<file path="config.mk">
export PLATFORM = sky130hd
export DESIGN_NAME = aes_inv_sub_bytes_serial_flat
export DESIGN_NICKNAME = d
export VERILOG_FILES = /design/src/rtl/aes_inv_sub_bytes_serial_if.sv /design/src/rtl/aes_inv_sub_bytes_serial.sv /design/src/flat_wrapper.sv
export SDC_FILE = /design/constraint.sdc
export NUM_CORES = 1
export LEC_CHECK = 0
export ABC_CLOCK_PERIOD_IN_PS = 3600
export CAP_MARGIN = 10
export CORE_ASPECT_RATIO = 2
export CORE_UTILIZATION = 50
export CTS_CLUSTER_DIAMETER = 200
export DETAILED_ROUTE_END_ITERATION = 7
export PLACE_DENSITY_LB_ADDON = 0.1
export SYNTH_ARGS = -nofsm -noshare
export SYNTH_HDL_FRONTEND = slang
export SYNTH_SLANG_ARGS = --single-unit
export TNS_END_PERCENT = 30
</file>
<file path="constraint.sdc">
create_clock -name clk -period 3.6 [get_ports clk]
set_clock_uncertainty 0.2 [all_clocks]
set_input_delay 0.9 -clock clk [delete_from_list [all_inputs] [get_ports clk]]
set_output_delay 0.9 -clock clk [all_outputs]
set_load 0.03 [all_outputs]
</file>
<file path="src/rtl/aes_inv_sub_bytes_serial_if.sv">
// Handshake bundle for the byte-serial AES inverse SubBytes engine.
// Ports: in_valid/in_ready/in_data (request), out_valid/out_ready/out_data (result).
interface aes_inv_sub_bytes_serial_if #(
    parameter int NBYTES = 16
);
    logic                  in_valid;
    logic                  in_ready;
    logic [8*NBYTES-1:0]   in_data;
    logic                  out_valid;
    logic                  out_ready;
    logic [8*NBYTES-1:0]   out_data;

    modport master (
        output in_valid, in_data, out_ready,
        input  in_ready, out_valid, out_data
    );

    modport slave (
        input  in_valid, in_data, out_ready,
        output in_ready, out_valid, out_data
    );
endinterface

</file>
<file path="src/rtl/aes_inv_sub_bytes_serial.sv">
// Byte-serial AES inverse SubBytes: one shared InvSbox, one byte per cycle.
// Ports: clk, rst (sync, active-high), bus (slave side of the handshake bundle).
module aes_inv_sub_bytes_serial #(
    parameter int NBYTES = 16
) (
    input logic clk,
    input logic rst,
    aes_inv_sub_bytes_serial_if.slave bus
);
    localparam int W  = 8 * NBYTES;
    localparam int CW = $clog2(NBYTES + 1);
    localparam logic [CW-1:0] LAST = CW'(NBYTES - 1);

    localparam logic [7:0] INV_SBOX [256] = '{
        8'h52, 8'h09, 8'h6a, 8'hd5, 8'h30, 8'h36, 8'ha5, 8'h38, 8'hbf, 8'h40, 8'ha3, 8'h9e, 8'h81, 8'hf3, 8'hd7, 8'hfb,
        8'h7c, 8'he3, 8'h39, 8'h82, 8'h9b, 8'h2f, 8'hff, 8'h87, 8'h34, 8'h8e, 8'h43, 8'h44, 8'hc4, 8'hde, 8'he9, 8'hcb,
        8'h54, 8'h7b, 8'h94, 8'h32, 8'ha6, 8'hc2, 8'h23, 8'h3d, 8'hee, 8'h4c, 8'h95, 8'h0b, 8'h42, 8'hfa, 8'hc3, 8'h4e,
        8'h08, 8'h2e, 8'ha1, 8'h66, 8'h28, 8'hd9, 8'h24, 8'hb2, 8'h76, 8'h5b, 8'ha2, 8'h49, 8'h6d, 8'h8b, 8'hd1, 8'h25,
        8'h72, 8'hf8, 8'hf6, 8'h64, 8'h86, 8'h68, 8'h98, 8'h16, 8'hd4, 8'ha4, 8'h5c, 8'hcc, 8'h5d, 8'h65, 8'hb6, 8'h92,
        8'h6c, 8'h70, 8'h48, 8'h50, 8'hfd, 8'hed, 8'hb9, 8'hda, 8'h5e, 8'h15, 8'h46, 8'h57, 8'ha7, 8'h8d, 8'h9d, 8'h84,
        8'h90, 8'hd8, 8'hab, 8'h00, 8'h8c, 8'hbc, 8'hd3, 8'h0a, 8'hf7, 8'he4, 8'h58, 8'h05, 8'hb8, 8'hb3, 8'h45, 8'h06,
        8'hd0, 8'h2c, 8'h1e, 8'h8f, 8'hca, 8'h3f, 8'h0f, 8'h02, 8'hc1, 8'haf, 8'hbd, 8'h03, 8'h01, 8'h13, 8'h8a, 8'h6b,
        8'h3a, 8'h91, 8'h11, 8'h41, 8'h4f, 8'h67, 8'hdc, 8'hea, 8'h97, 8'hf2, 8'hcf, 8'hce, 8'hf0, 8'hb4, 8'he6, 8'h73,
        8'h96, 8'hac, 8'h74, 8'h22, 8'he7, 8'had, 8'h35, 8'h85, 8'he2, 8'hf9, 8'h37, 8'he8, 8'h1c, 8'h75, 8'hdf, 8'h6e,
        8'h47, 8'hf1, 8'h1a, 8'h71, 8'h1d, 8'h29, 8'hc5, 8'h89, 8'h6f, 8'hb7, 8'h62, 8'h0e, 8'haa, 8'h18, 8'hbe, 8'h1b,
        8'hfc, 8'h56, 8'h3e, 8'h4b, 8'hc6, 8'hd2, 8'h79, 8'h20, 8'h9a, 8'hdb, 8'hc0, 8'hfe, 8'h78, 8'hcd, 8'h5a, 8'hf4,
        8'h1f, 8'hdd, 8'ha8, 8'h33, 8'h88, 8'h07, 8'hc7, 8'h31, 8'hb1, 8'h12, 8'h10, 8'h59, 8'h27, 8'h80, 8'hec, 8'h5f,
        8'h60, 8'h51, 8'h7f, 8'ha9, 8'h19, 8'hb5, 8'h4a, 8'h0d, 8'h2d, 8'he5, 8'h7a, 8'h9f, 8'h93, 8'hc9, 8'h9c, 8'hef,
        8'ha0, 8'he0, 8'h3b, 8'h4d, 8'hae, 8'h2a, 8'hf5, 8'hb0, 8'hc8, 8'heb, 8'hbb, 8'h3c, 8'h83, 8'h53, 8'h99, 8'h61,
        8'h17, 8'h2b, 8'h04, 8'h7e, 8'hba, 8'h77, 8'hd6, 8'h26, 8'he1, 8'h69, 8'h14, 8'h63, 8'h55, 8'h21, 8'h0c, 8'h7d
    };

    typedef enum logic [1:0] {
        IDLE,
        BUSY,
        DONE
    } state_t;

    state_t          state_q;
    logic [W-1:0]    sr_q;
    logic [W-1:0]    sr_d;
    logic [W-1:0]    out_data_q;
    logic [CW-1:0]   cnt_q;
    logic            in_ready_q;
    logic            out_valid_q;
    logic [7:0]      sub_d;

    // MSB byte goes through the S-box and re-enters at the LSB end, so after
    // NBYTES rotations every byte is back in its original lane.
    assign sub_d = INV_SBOX[sr_q[W-1 -: 8]];

    generate
        if (NBYTES == 1) begin : g_one
            assign sr_d = sub_d;
        end else begin : g_many
            assign sr_d = {sr_q[W-9:0], sub_d};
        end
    endgenerate

    always_ff @(posedge clk) begin
        if (rst) begin
            state_q     <= IDLE;
            sr_q        <= '0;
            cnt_q       <= '0;
            out_data_q  <= '0;
            in_ready_q  <= 1'b1;
            out_valid_q <= 1'b0;
        end else begin
            unique case (state_q)
                IDLE: begin
                    if (bus.in_valid) begin
                        sr_q       <= bus.in_data;
                        cnt_q      <= '0;
                        in_ready_q <= 1'b0;
                        state_q    <= BUSY;
                    end
                end
                BUSY: begin
                    sr_q <= sr_d;
                    if (cnt_q == LAST) begin
                        // Wrap to zero so the counter never reaches NBYTES.
                        cnt_q       <= '0;
                        out_data_q  <= sr_d;
                        out_valid_q <= 1'b1;
                        state_q     <= DONE;
                    end else begin
                        cnt_q <= cnt_q + CW'(1);
                    end
                end
                DONE: begin
                    if (bus.out_ready) begin
                        out_valid_q <= 1'b0;
                        in_ready_q  <= 1'b1;
                        state_q     <= IDLE;
                    end
                end
                default: begin
                    state_q     <= IDLE;
                    in_ready_q  <= 1'b1;
                    out_valid_q <= 1'b0;
                end
            endcase
        end
    end

    assign bus.in_ready  = in_ready_q;
    assign bus.out_valid = out_valid_q;
    assign bus.out_data  = out_data_q;
endmodule

</file>
<file path="src/flat_wrapper.sv">
// flat-port wrapper written by rule: the top's interface ports become plain ports
module aes_inv_sub_bytes_serial_flat 
#(
    parameter int NBYTES = 16
)
  (clk, rst, bus_in_valid, bus_in_data, bus_out_ready, bus_in_ready, bus_out_valid, bus_out_data);
  aes_inv_sub_bytes_serial_if #(.NBYTES(NBYTES)) bus_i ();
  input logic clk;
  input logic rst;
  input wire logic [$bits(bus_i.in_valid)-1:0] bus_in_valid;
  input wire logic [$bits(bus_i.in_data)-1:0] bus_in_data;
  input wire logic [$bits(bus_i.out_ready)-1:0] bus_out_ready;
  output wire logic [$bits(bus_i.in_ready)-1:0] bus_in_ready;
  output wire logic [$bits(bus_i.out_valid)-1:0] bus_out_valid;
  output wire logic [$bits(bus_i.out_data)-1:0] bus_out_data;
  assign bus_i.in_valid = bus_in_valid;
  assign bus_i.in_data = bus_in_data;
  assign bus_i.out_ready = bus_out_ready;
  assign bus_in_ready = bus_i.in_ready;
  assign bus_out_valid = bus_i.out_valid;
  assign bus_out_data = bus_i.out_data;
  aes_inv_sub_bytes_serial #(.NBYTES(NBYTES)) u_core (.clk(clk), .rst(rst), .bus(bus_i));
endmodule
</file>
Word level (Yosys, flattened, before mapping)
Memories as Yosys holds them, arrays and structs flattened.
Cells that the tools add are included.
- register bits after elaboration: 265
- ROM bits: 2048
- bits of input ports: 132
- output and inout bits: 130
- logic and storage cells: 42
- memories: 1
- add/subtract/negate cells: 1
- order comparisons: 1
- equality and inequality tests: 6
- muxes and demuxes: 17
- bitwise logic cells: 3
- reduce and logical (&&, ||, !) cells: 7
- memories (name ; depth ; width ; rd ports ; clocked after memory_dff ; wr ports ; RTL line ; text):
    (no name shown) ; 256 ; 8 ; 1 ; 0 ; 0 ; aes_inv_sub_bytes_serial.sv:50 ; assign sub_d = INV_SBOX[sr_q[W-1 -: 8]];
- operator list (kind ; count):
    $pmux W128 S2 ; 1
    $mux W128 ; 1
    $mux W8 ; 2
    $mux W5 ; 2
    $pmux W5 S2 ; 1
    $ge A9 B9 Y1 const B ; 1
    $not A8 Y9 ; 1
    $reduce_and A3 Y1 ; 3
    $mux W2 ; 3
    $pmux W1 S3 ; 2
    $pmux W2 S3 ; 1
    $add A5 B1 Y5 const B ; 1
    $eq A5 B4 Y1 const B ; 1
    $mux W1 ; 4
    $ne A2 B2 Y1 const B ; 2
    $reduce_and A2 Y1 ; 2
    $eq A2 B1 Y1 const B ; 1
    $eq A2 B2 Y1 const B ; 1
    $logic_not A2 Y1 ; 1
    $ne A2 B1 Y1 const B ; 1
    $not A1 Y1 ; 2
    $reduce_bool A2 Y1 ; 1

Longest topological paths before layout
- depth in word-level cells: 5
- depth in mapped cells: 11
- mapped depth without buffers: 8

Worst setup path before layout
No wires, ideal clock.
- path kind: reg-to-reg
- start point: reg u_core.sr_q[120]
- end point: reg u_core.sr_q[4]
- setup time: 145 ps
- arrival time: 2711 ps
- required time: 3255 ps
- path slack: 544 ps
- cell stages (with the launch flop): 11
- buffers on the path: 2
- clock period less this slack: 3056 ps
- cell sequence: dfxtp_1 buf_2 clkinv_1 ha_1 clkbuf_1 or2_2 a222oi_1 o221ai_1 o41a_1 a22oi_1 a2111oi_2
- longest elaborated chain between the ends: 5
- ends and longest elaborated chain (item ; RTL line ; text):
    start: declaration ; aes_inv_sub_bytes_serial.sv:40 ; logic [W-1:0] sr_q;
    start signal: assignment ; aes_inv_sub_bytes_serial.sv:72 ; sr_q <= bus.in_data;
    start signal: assignment ; aes_inv_sub_bytes_serial.sv:79 ; sr_q <= sr_d;
    $not A8 Y9 (not written as such) ; aes_inv_sub_bytes_serial.sv:50 ;
    $mem_v2 Z256 W8 ; n/a ;
    $mux W8 (not written as such) (2 in series) ; aes_inv_sub_bytes_serial.sv:50 ;
    $pmux W128 S2 ; aes_inv_sub_bytes_serial.sv:69 ; unique case (state_q)
No other way between the ends. The select of a mux whose other input is x is not followed.
A chain may end at the register's enable or synchronous reset.

Worst setup path in the final report
- start point: reg u_core.sr_q[120]
- end point: reg u_core.out_data_q[7], in the netlist u_core.bus.out_data[7]
- longest elaborated chain between the ends: 4
- ends and longest elaborated chain (item ; RTL line ; text):
    $not A8 Y9 (not written as such) ; aes_inv_sub_bytes_serial.sv:50 ;
    $mem_v2 Z256 W8 ; n/a ;
    $mux W8 (not written as such) (2 in series) ; aes_inv_sub_bytes_serial.sv:50 ;
    end signal: assignment ; aes_inv_sub_bytes_serial.sv:83 ; out_data_q <= sr_d;
    end: declaration ; aes_inv_sub_bytes_serial.sv:42 ; logic [W-1:0] out_data_q;
No other way between the ends. The select of a mux whose other input is x is not followed.

==> flow_summary.ini <==
[min_path]
hp-start = u_core.bus.out_data[16]
min_to = u_core.bus.out_data[16]
hold_path.class = flip-flop to flip-flop
hold_depth = 2

[routing]
viasPerCell = 6.651
num_vias = 17450
wl_per_cell_microns = 28.42
dr.first_iter.drc_count = 2209
drc = 0
wl_mm = 74.57
dr.pass1.iters = 8
antenna_left = 0

[synthesis]
synth_commonest_cells = nand2_1, nor2_1, dfxtp_1, a21oi_1, clkbuf_1
yosysSeqAreaShare_pct = 36.76
yosysWarnings = 0
syn_nets = 2177
synth_area_sq_um = 14430
yosys-top-cells-area = dfxtp_1, nand2_1, nor2_1
syn-mean-instance-area_sq_um = 7.126
synthFlopType = dfxtp_1
yosysMostFrequentCell = nand2_1
synthArstFlopShare_pct = 0
synth_cell_types = 79
syn_inst = 2025
synth_edf_count = 0
synth_area_leader_cell = dfxtp_1
synth.ff_latch_count = 265
synth_top_area_share_pct = 36.76

[grt]
grt_pass1_wl_mm = 108.4
grt_start_max_net_pins = 140
use_met3_pct = 14.67
busiest_layer = met2
use_met2_pct = 80.08
antenna_found_initial = 7
grt_pass1_vias = 17210
grt_overflow_total = 0
met1_usage_pct = 49.27
grtUsageTotal_pct = 49.92

[worst_setup_path]
startpoint_type = flip-flop
r2r_start = u_core.sr_q[120]
endpoint_kind = flip-flop
ff2ff_setup_slack_ps = -90
r2r_cells = 10
crit_start = u_core.sr_q[120]
r2r-end = u_core.bus.out_data[7]
worstPathRequired_ps = 3780
crit_fanout = 7
critPathKind = flip-flop to flip-flop
worstPathArrival_ps = 3860

[cts]
cts_made_buffers = 24
cts-htree-levels = 1
clkLatencyLatePin_ps = 540
cts_sinks = 265
max-clock-path-buffers = 3
holdBufCountCts = 0
post-cts-setup-buffer-count = 0
clk_pin_slew_worst_paths_ps = 80
cts_tree = done
cts-root-buf = clkbuf_16

[cells_and_area]
drive_gt1_share_pct = 9.019
syn2layout_area_growth_pct = 28.84
layout.nets = 2396

[placement]
place.port_buffers = 261
post-dp-hpwl_mm = 51.24
gp_congestion = 1.225
place_ws_ps = -379.1

[timing]
whs_ps = 258.6
setup_viol = 4
max_freq_mhz = 271.1
grt_setup_unrepaired = yes
period_minus_slack_ps = 3689
maxSlewViolCount = 0
hold_viol_final = 0
fin_crit_sh_pct = 102.5
fin_ws_ps = -89.11
relSlewSlack_pct = 11.06
worstMarginPinSlew_ps = 1320

[floorplan]
io_pins = 262
die_x_microns = 122.1
dieArea_sq_um = 29580
fp.dieH_microns = 242.3
start_util_pct = 50.99
core_area_sq_um = 28300
num_rows = 87

[pwr]
totalPowerFinal_uw = 8036
ir_drop_mv = 0.2590
leakagePower_uw = 0.006846
power.density_nw_per_um2 = 432.2

[status]
status = finished, violations left
violations = setup timing

[run]
maxCapViolCount = 0
placed cells by master, fill, tap and decap left out, types with 12 or more instances in the layout:
master	count
nand2_1	367
nor2_1	324
dfxtp_1	260
clkdlybuf4s50_1	259
a21oi_1	201
o21ai_0	115
buf_4	113
a211oi_1	102
nor2b_1	64
nor3_1	52
nand2b_1	36
clkbuf_16	25
ha_1	20
a31oi_1	19
nand3_1	18
inv_1	17
o211ai_1	16
o22ai_1	14
a221oi_1	13
a311oi_1	13
buf_12	13
nand4_1	12
timing repair:
item,CTS,global route
gates resized for setup,2,3
pin swaps,0,0
setup endpoints to repair,2,5
cell type report:
cell class                      count  area (sq um)
Clock buffer                       36         716.9
Fill cell                        2211          9711
Multi-Input combinational cell   1544          8189
Tap cell                          356         445.4
Sequential cell                   265          5314
Timing Repair Buffer              386          3715
Inverter                           23         88.84
Clock inverter                      8         107.6
Antenna cell                        6         15.01
worst max-delay path, stage by stage (launching register included):
cell	delay (ps)
dfxtp_1	340
clkinv_1	220
ha_1	370
nor3_1	420
buf_4	270
nor3_1	110
o21ai_2	460
a21oi_1	150
nor3_2	670
buf_4	230
a311oi_1	70
cell families after synthesis:
| kind of cell | share of synthesized area, % |
|---|---|
| compound gates | 25.87 |
| xor+xnor | 0.1735 |
| fa+ha+maj | 1.734 |
| buf+inv | 6.755 |
| flops | 36.76 |
| mux | 0.9798 |
| simple gates | 27.72 |
worst max path at each step:
stage / to / slack (ps) / cells after the start
final: u_core.bus.out_data[7] / -90 / 10
after global routing: u_core.bus.out_data[7] / -10 / 10
after CTS: u_core.bus.out_data[7] / 110 / 10
after detailed placement: u_core.bus.out_data[7] / -380 / 10
after global placement: u_core.bus.out_data[7] / -390 / 10
after floorplan: u_core.sr_q[4] / 540 / 10
per-stage QoR:
stage	util, %	TNS, ps	instance area [sq um]	cells
detailed placement	62.67	-724.5	17740	2574
floorplan	-	0	14430	2025
CTS	65.60	0	18570	2618
global placement	62.67	-749.7	17740	2574
finish	65.69	-199.9	18590	2624
global route	65.67	-14.81	18590	2622
metal layers:
metal	share of wire [%]	up-vias	routed length [microns]
met1	31	8130	22780
met5	0.080	-	60
li1	-	7457	-
met4	13	8	9681
met3	10	517	7671
met2	46	1341	34370
power breakdown:
group | switching, uW | leakage, uW | internal (uW) | total, uW
logic | 1290 | 0.00427 | 760 | 2050
registers | 177 | 0.00217 | 3070 | 3250
clock network | 1200 | 0.000406 | 1540 | 2730
total | 2670 | 0.00685 | 5370 | 8040
flip-flops by register name, summed over array words and instances, names as in the netlist:
register,count
u_core.bus.out_valid,1
u_core.cnt_q,5
u_core.bus.in_ready,1
u_core.state_q,2
u_core.bus.out_data,128
u_core.sr_q,128
Note: power is estimated with default switching activity, not from simulation.
